`src/rtl/spi_bus_arbiter.sv`:
```
// Round-robin, per-burst arbiter sharing one byte-level SPI master between sdcard, flash and lcd.
// Optional watchdog abort of stalled bursts is compiled in with `define SPI_ARB_TIMEOUT_EN.
module spi_bus_arbiter #(
    parameter int unsigned N_REQ          = 3,
    parameter int unsigned CS_GAP_CYCLES  = 4,
    parameter int unsigned TIMEOUT_CYCLES = 1024
) (
    input  logic               Bus2IP_Clk,
    input  logic               Bus2IP_Resetn,
    input  logic [N_REQ-1:0]   req_valid,
    input  logic [N_REQ-1:0]   req_last,
    input  logic [N_REQ-1:0]   req_cd,
    input  logic [8*N_REQ-1:0] req_data,
    output logic [N_REQ-1:0]   req_ready,
    output logic               rsp_valid,
    output logic [N_REQ-1:0]   rsp_id,
    output logic [7:0]         rsp_data,
    output logic               spi_start,
    output logic [7:0]         spi_data_out,
    output logic               spi_cd,
    output logic [2:0]         spi_cs_sel,
    input  logic               spi_busy,
    input  logic               spi_done,
    input  logic [7:0]         spi_rx_data,
    output logic               arb_err
);

    localparam logic [2:0] S_IDLE      = 3'd0;
    localparam logic [2:0] S_SETUP     = 3'd1;
    localparam logic [2:0] S_LOAD      = 3'd2;
    localparam logic [2:0] S_WAIT_DONE = 3'd3;
    localparam logic [2:0] S_HOLD      = 3'd4;
    localparam logic [2:0] S_GAP       = 3'd5;

    localparam int unsigned GAP_W = $clog2(CS_GAP_CYCLES + 1);

    if (N_REQ != 3 || CS_GAP_CYCLES < 1 || TIMEOUT_CYCLES < 1) begin : g_param_check
        $error("spi_bus_arbiter: unsupported parameter set");
    end

    logic [2:0]       state_q, state_d;
    logic [1:0]       owner_q, owner_d;
    logic [1:0]       rr_q, rr_d;
    logic [2:0]       cs_q, cs_d;
    logic             last_q, last_d;
    logic [GAP_W-1:0] gap_q, gap_d;
    logic [7:0]       data_q, data_d;
    logic             cd_q, cd_d;
    logic             rsp_valid_q, rsp_valid_d;
    logic [N_REQ-1:0] rsp_id_q, rsp_id_d;
    logic [7:0]       rsp_data_q, rsp_data_d;

    logic       any_req;
    logic [1:0] pick;
    logic [1:0] idx;
    logic       own_valid, own_last, own_cd;
    logic [7:0] own_data;
    logic       start;
    logic       tmo_hit;

    // Chip-select and response-id share the master's encoding: sdcard on the MSB.
    function automatic logic [2:0] cs_code(input logic [1:0] id);
        case (id)
            2'd0:    cs_code = 3'b100;
            2'd1:    cs_code = 3'b010;
            2'd2:    cs_code = 3'b001;
            default: cs_code = 3'b000;
        endcase
    endfunction

    always_comb begin
        any_req = 1'b0;
        pick    = '0;
        idx     = '0;
        for (int unsigned k = 0; k < N_REQ; k++) begin
            idx = 2'((32'(rr_q) + k) % N_REQ);
            if (!any_req && req_valid[idx]) begin
                any_req = 1'b1;
                pick    = idx;
            end
        end
    end

    assign own_valid = req_valid[owner_q];
    assign own_last  = req_last[owner_q];
    assign own_cd    = req_cd[owner_q];
    assign own_data  = req_data[{owner_q, 3'b000} +: 8];

    // The start cycle presents the owner's byte directly; the registers hold it afterwards.
    assign start        = (state_q == S_LOAD) && !spi_busy && own_valid;
    assign spi_start    = start;
    assign spi_data_out = start ? own_data : data_q;
    assign spi_cd       = start ? own_cd : cd_q;
    assign req_ready    = start ? (N_REQ'(1) << owner_q) : '0;
    assign spi_cs_sel   = cs_q;
    assign rsp_valid    = rsp_valid_q;
    assign rsp_id       = rsp_id_q;
    assign rsp_data     = rsp_data_q;

`ifdef SPI_ARB_TIMEOUT_EN
    localparam int unsigned TMO_W = $clog2(TIMEOUT_CYCLES + 1);

    logic [TMO_W-1:0] tmo_q, tmo_d;

    assign tmo_hit = ((state_q == S_WAIT_DONE) || (state_q == S_HOLD)) &&
                     (tmo_q == TMO_W'(TIMEOUT_CYCLES - 1));
    assign arb_err = tmo_hit;

    // Any state change (including WAIT_DONE -> HOLD) restarts the count.
    always_comb begin
        tmo_d = '0;
        if (((state_q == S_WAIT_DONE) || (state_q == S_HOLD)) && (state_d == state_q)) begin
            tmo_d = tmo_q + 1'b1;
        end
    end

    always_ff @(posedge Bus2IP_Clk or negedge Bus2IP_Resetn) begin
        if (!Bus2IP_Resetn) begin
            tmo_q <= '0;
        end else begin
            tmo_q <= tmo_d;
        end
    end
`else
    assign tmo_hit = 1'b0;
    assign arb_err = 1'b0;
`endif

    always_comb begin
        state_d     = state_q;
        owner_d     = owner_q;
        rr_d        = rr_q;
        cs_d        = cs_q;
        last_d      = last_q;
        gap_d       = gap_q;
        data_d      = data_q;
        cd_d        = cd_q;
        rsp_valid_d = 1'b0;
        rsp_id_d    = rsp_id_q;
        rsp_data_d  = rsp_data_q;

        case (state_q)
            S_IDLE: begin
                if (any_req) begin
                    owner_d = pick;
                    cs_d    = cs_code(pick);
                    state_d = S_SETUP;
                end
            end
            S_SETUP: state_d = S_LOAD;
            S_LOAD: begin
                if (start) begin
                    data_d  = own_data;
                    cd_d    = own_cd;
                    last_d  = own_last;
                    state_d = S_WAIT_DONE;
                end
            end
            S_WAIT_DONE: begin
                if (!tmo_hit && spi_done) begin
                    rsp_valid_d = 1'b1;
                    rsp_data_d  = spi_rx_data;
                    rsp_id_d    = cs_code(owner_q);
                    state_d     = last_q ? S_GAP : S_HOLD;
                end
            end
            S_HOLD: begin
                if (!tmo_hit && own_valid) begin
                    state_d = S_LOAD;
                end
            end
            S_GAP: begin
                if (gap_q == '0) begin
                    state_d = S_IDLE;
                end else begin
                    gap_d = gap_q - 1'b1;
                end
            end
            default: state_d = S_IDLE;
        endcase

        // Every path into GAP (normal end or watchdog abort) releases CS and advances rr.
        if ((state_d == S_GAP) && (state_q != S_GAP)) begin
            state_d = S_GAP;
            cs_d    = '0;
            gap_d   = GAP_W'(CS_GAP_CYCLES - 1);
            rr_d    = (owner_q == 2'd2) ? 2'd0 : owner_q + 2'd1;
        end
        if (tmo_hit) begin
            state_d = S_GAP;
            cs_d    = '0;
            gap_d   = GAP_W'(CS_GAP_CYCLES - 1);
            rr_d    = (owner_q == 2'd2) ? 2'd0 : owner_q + 2'd1;
        end
    end

    always_ff @(posedge Bus2IP_Clk or negedge Bus2IP_Resetn) begin
        if (!Bus2IP_Resetn) begin
            state_q     <= S_IDLE;
            owner_q     <= '0;
            rr_q        <= '0;
            cs_q        <= '0;
            last_q      <= 1'b0;
            gap_q       <= '0;
            data_q      <= '0;
            cd_q        <= 1'b0;
            rsp_valid_q <= 1'b0;
            rsp_id_q    <= '0;
            rsp_data_q  <= '0;
        end else begin
            state_q     <= state_d;
            owner_q     <= owner_d;
            rr_q        <= rr_d;
            cs_q        <= cs_d;
            last_q      <= last_d;
            gap_q       <= gap_d;
            data_q      <= data_d;
            cd_q        <= cd_d;
            rsp_valid_q <= rsp_valid_d;
            rsp_id_q    <= rsp_id_d;
            rsp_data_q  <= rsp_data_d;
        end
    end

endmodule

```
`config.mk`:
```
export PLATFORM = sky130hd
export DESIGN_NAME = spi_bus_arbiter
export DESIGN_NICKNAME = d
export VERILOG_FILES = /design/src/rtl/spi_bus_arbiter.sv
export SDC_FILE = /design/constraint.sdc
export NUM_CORES = 1
export LEC_CHECK = 0
export ABC_AREA = 1
export ABC_CLOCK_PERIOD_IN_PS = 1700
export CAP_MARGIN = 20
export CORE_ASPECT_RATIO = 2
export CORE_MARGIN = 3
export CORE_UTILIZATION = 41
export CTS_BUF_LIST = sky130_fd_sc_hd__clkbuf_4 sky130_fd_sc_hd__clkbuf_8
export DETAILED_ROUTE_END_ITERATION = 8
export PLACE_DENSITY = 0.8
export SYNTH_ARGS = -nofsm -noshare
export SYNTH_HDL_FRONTEND = slang
export SYNTH_SLANG_ARGS = --single-unit
```
`constraint.sdc`:
```
create_clock -name Bus2IP_Clk -period 1.7 [get_ports Bus2IP_Clk]
set_input_delay 0.34 -clock Bus2IP_Clk [delete_from_list [all_inputs] [get_ports Bus2IP_Clk]]
set_output_delay 0.34 -clock Bus2IP_Clk [all_outputs]
set_load 0.005 [all_outputs]
```
# Word-level counts from Yosys, hierarchy flattened
# Index checks and enable logic that the tools add are counted.
# W data, S select, Z words.
[word_totals]
ff_bits = 35
in_bits = 45
out_inout_bits = 29
elab_cells = 96
[classes]
add_sub_neg = 4
div_mod_pow = 3
n_lt_le_gt_ge = 4
eq_ne = 12
shifts = 2
mux = 40
n_reduce_logical = 20
[ops]
columns = ["op", "n"]
rows = [
  ["$mod A32 B2 Y32 const B", 2],
  ["$mux W3", 13],
  ["$mod A2 B2 Y32 const B", 1],
  ["$shiftx A24 B6 Y8", 1],
  ["$pmux W3 S3", 2],
  ["$pmux W3 S6", 1],
  ["$mux W1", 13],
  ["$bmux W1 S2", 6],
  ["$lt A2 B3 Y1 const B", 4],
  ["$reduce_and A2 Y1", 5],
  ["$eq A3 B3 Y1 const B", 3],
  ["$mux W2", 4],
  ["$mux W8", 1],
  ["$eq A3 B2 Y1 const B", 2],
  ["$logic_not A3 Y1", 2],
  ["$reduce_bool A2 Y1", 3],
  ["$logic_and A1 B1 Y1", 5],
  ["$eq A2 B1 Y1 const B", 2],
  ["$eq A2 B2 Y1 const B", 2],
  ["$logic_not A2 Y1", 2],
  ["$add A2 B1 Y3 const B", 1],
  ["$add A2 B2 Y3 const B", 1],
  ["$eq A3 B1 Y1 const B", 1],
  ["$logic_not A1 Y1", 3],
  ["other kinds (5)", 5],
]

# Logic depth before layout (Yosys ltp)
[depth]
depth_word = 16
ltp_mapped = 13
depth_no_buf = 12

# Worst setup path after synthesis
# No wires, ideal clock.
[synth_timing]
path_kind = "register to register"
from = "register rr_q[0]"
to = "register cs_q[2], in the netlist spi_cs_sel[2]"
setup_ps = 119
arrival_time_ps = 1583
t_required_ps = 1581
path_slack_ps = -2
stages_incl_launch_ff = 14
n_path_buf = 1
synth_period_minus_slack_ps = 1702
cell_sequence = "dfrtp_1 -> inv_1 -> ha_1 -> inv_2 -> nand2_2 -> nand3_1 -> nand2_1 -> nand3_1 -> nand2_2 -> nand2_1 -> nand2_1 -> buf_6 -> nand3_1 -> o21ai_2"
[synth_between]
elab_chain_cells = 16
elab_cells_between_ends = 35
cone_classes = "add/sub (2); div (3); eq/ne (3); mux (18); reduce/logical (9)"
[synth_rtl]
columns = ["element", "line_no", "source"]
rows = [
  ["start: declaration", "43", "logic [1:0] rr_q, rr_d;"],
  ["start signal: assignment", "213", "rr_q <= rr_d;"],
  ["branches (longest 16 deep; another with $mod A32 B2 Y32)", "-", ""],
  ["end signal: assignment", "214", "cs_q <= cs_d;"],
  ["end: declaration", "44", "logic [2:0] cs_q, cs_d;"],
]
# Parallel ways; which one is timed is not known. The select of a mux whose other input is x is not followed.
# A chain may end at the register's enable or synchronous reset.

# Worst setup path in the final report
[layout_timing]
from = "register state_q[0]"
to = "output spi_cd"
[layout_between]
elab_chain_cells = 4
[layout_rtl]
columns = ["element", "line_no", "source"]
rows = [
  ["start: declaration", "41", "logic [2:0] state_q, state_d;"],
  ["start signal: assignment", "211", "state_q <= state_d;"],
  ["$eq A3 B2 Y1", "90", "assign start = (state_q == S_LOAD) && !spi_busy && own_valid;"],
  ["$logic_and A1 B1 Y1 (2 in a row)", "90", ""],
  ["$mux W1", "-", ""],
  ["end: declaration", "20", "output logic spi_cd,"],
]
# Every way passes these cells.

==> flow_summary_export.csv <==
group,metric,value,unit
cts,cts_buffers,5,
pwr,total_power,6.250,mW
synth,synth_top_area_frac,0.4584,
sta,fin_crit_sh,1.285,
setup_path,cp_max_fo,4,
floorplan,die_width,54.27,µm
drt,post-route-drc-count,0,
pwr,p_int,3.678,mW
synth,ys_warn_count,0,
hold_path,hold_path.class,"in2async",
drt,drt_iter0_markers,57,
drt,via_per_inst,5.474,
pwr,swShare,0.4116,
layout,drive_above_1_share,0.4087,
sta,rsz0062_at_grt,"yes",
flow_run,max_cap_violations,0,
cts,cts_root_buffer,"clkbuf_8",
pwr,combPwrFrac,0.617,
floorplan,initial_utilization,0.4318,
sta,hold_viol,0,
synth,yosys.area.top_type,"dfrtp_1",
drt,num_vias,2425,
layout,final-seq-area,878.3,µm²
drt,final_antenna_net_count,0,
placement,gp_congestion,0.8388,
global_route,gr-total-overflow,0,
layout,area_delta_synth_final,92.67,%
sta,holdWs,64.45,ps
drt,wl_per_cell,18.36,µm
cts,cts_max_level,2,
outcome,violations,"setup timing",
setup_path,crit_arrival,1850,ps
floorplan,dieArea,0.005565,mm²
synth,synth_common_cells,"nand2_1, dfrtp_1, inv_1, nand3_1, nor2_1",
synth,synth_most_common_cell,"nand2_1",
outcome,status,"finished with violations",
placement,portBuffers,72,
layout,finalNetCount,439,
setup_path,end_kind,"output pin",
synth,syn_avg_cell_area,7.735,µm²
sta,finClkSkew,2.996,ps
sta,fin_crit,2185,ps
global_route,grt_usage,0.2831,
synth,dominantRegCellSynth,"dfrtp_1",
sta,fin_ws,-485.3,ps
pwr,pwr-share-clk,0.149,
floorplan,core-area,0.004424,mm²
cts,clock_latency,300,ps
floorplan,ios,74,
setup_path,required,1360,ps
cts,cts_buffer_depth,2,
layout,antenna_cells,0,
floorplan,std_cell_rows,34,
synth,ys_seq_area_frac,0.4584,
sta,setup_viol,21,
sta,max_freq,457.6,MHz
cts,cts_tree,"yes",
synth,syn_nets,298,
sta,report.final.slew_viol_count,0,
global_route,antenna_found_initial,0,
pwr,pwr-share-seq,0.234,
global_route,grt_start_max_net_pins,36,
cts,clock_sinks,35,
synth,synth_cells,247,
pwr,power_switching,2.573,mW
setup_path,critPathKind,"reg2out",
synth,synth-edff-count,0,
synth,syn_area,0.001911,mm²
drt,routed_wl,8133,µm
pwr,p_leak,1.777,nW
synth,async_flop_share,1.000,
placement,dp_cells,413,
synth,ys_ff_latch,35,
setup_path,cp-start-kind,"flip-flop",
layout,fin_area,0.003681,mm²
layout,stdcell_count,443,
placement,hpwl,4415,µm
floorplan,die_h,102.5,µm
layout,nFillCells,232,
global_route,grt_pass1_vias,2499,
pwr,peakVddDrop,1.225,mV
layout,multi_input_area,0.001197,mm²
synth,yosysUniqueCellTypes,30,
cts,clk_pin_slew,80,ps
placement,placed_area,0.003022,mm²
synth,ys_top_cells_by_area,"dfrtp_1, nand2_1, nand3_1",
drt,firstDrtPassIters,4,
pwr,pwr_density_cell,1698,mW/mm²
global_route,grt_pass1_wl,11330,µm
-- layer usage --
layer	routed length (µm)	share of wire	global-route usage
met1	2627	0.32	0.2830
met3	492	0.060	0.04052
met2	4433	0.55	0.5125
met5	0	0	0
met4	579	0.071	0.1804
-- power groups by stage --
stage	sequential, mW	clock (mW)	combinational [mW]
2_1_floorplan	1.40	0	1.38
3_3_place_gp	1.40	0	2.83
3_5_place_dp	1.40	0	2.92
4_1_cts	1.42	0.920	3.24
5_1_grt	1.50	0.967	4.14
6_report	1.46	0.931	3.86
-- placed cells by master (no fill, tap or decap), types with 11 or more instances in the layout --
cell type        netlist  final
nand2_1               79     65
clkdlybuf4s50_1        0     55
buf_4                  2     47
dfrtp_1               35     33
buf_6                  1     18
inv_1                 25     17
nand2_2                3     13
nand3_2                1     12
nand3_1               24     11
nor2_1                20     11
-- state kept, by name (all words and copies together), names as in the netlist --
name and count:
state_q 3, rsp_valid 1, gap_q 3, rr_q 2
spi_cs_sel 3, rsp_id 3, last_q 1, data_q 8
rsp_data 8, cd_q 1, owner_q 2
-- cell type report --
type	instances	share of cell area
clock buffers	5	0.01869
clock inverters	3	0.01835
inverters	27	0.03161
multi-input cells	180	0.3253
flip-flops and latches	35	0.2386
well taps	54	0.01835
repair buffers	139	0.3491
-- worst max-delay path: stages (launching register included) --
cell and delay, ps:
dfrtp_1 400, inv_1 100, nand3_2 100, nor2_4 150
nand2_4 80, buf_4 150, inv_8 70, clkbuf_16 140
nor2_2 50, a31oi_4 140, buf_2 150
-- stage by stage --
step                utilization  TNS, ps  setup slack [ps]
global placement         0.6830   -13740            -847.4
detailed placement       0.6830   -14730            -876.4
global route             0.8320    -7926            -554.8
CTS                      0.7856    -4860            -421.8
finish                   0.8320    -6028            -485.3
floorplan                     -        0             56.09
-- logic make-up (layout without fill, tap and decap cells) --
| kind of cell | after synthesis | count (layout) | synth area share |
|---|---|---|---|
| adder cells (fa/ha/maj) | 6 | 6 | 0.03929 |
| other | 1 | 1 | 0.001963 |
| AND/OR/NAND/NOR | 133 | 133 | 0.2947 |
| flip-flops | 35 | 35 | 0.4584 |
| AO/OA/AOI/OAI | 40 | 40 | 0.1342 |
| buffers and inverters | 32 | 174 | 0.07137 |
-- what timing repair did --
item                                    CTS  global route
endpoints found under the hold margin     0             0
hold buffers                              0             0
gates resized for setup                 108            53
endpoints found under the setup margin   23            26
cloned                                    1             1
buffers inserted                         18             9
pin swaps                                14            15
-- path summary, 6_finish.rpt --
kind                                             end  slack [ps]               startpoint  cells after the start
setup / recovery                              spi_cd        -490     state_q[0]$_DFF_PN0_                     10
hold reg to reg              rsp_data[5]$_DFFE_PN0P_         480  rsp_data[5]$_DFFE_PN0P_                      2
setup reg to reg           spi_cs_sel[2]$_DFFE_PN0P_        -110     state_q[1]$_DFF_PN0_                     12
hold / removal                  state_q[2]$_DFF_PN0_          60            Bus2IP_Resetn                      2
min in group Bus2IP_Clk      rsp_data[5]$_DFFE_PN0P_         480  rsp_data[5]$_DFFE_PN0P_                      2
max in group asynchronous     owner_q[1]$_DFFE_PN0P_        1290            Bus2IP_Resetn                      2
Power figures use the tool's default switching activity.
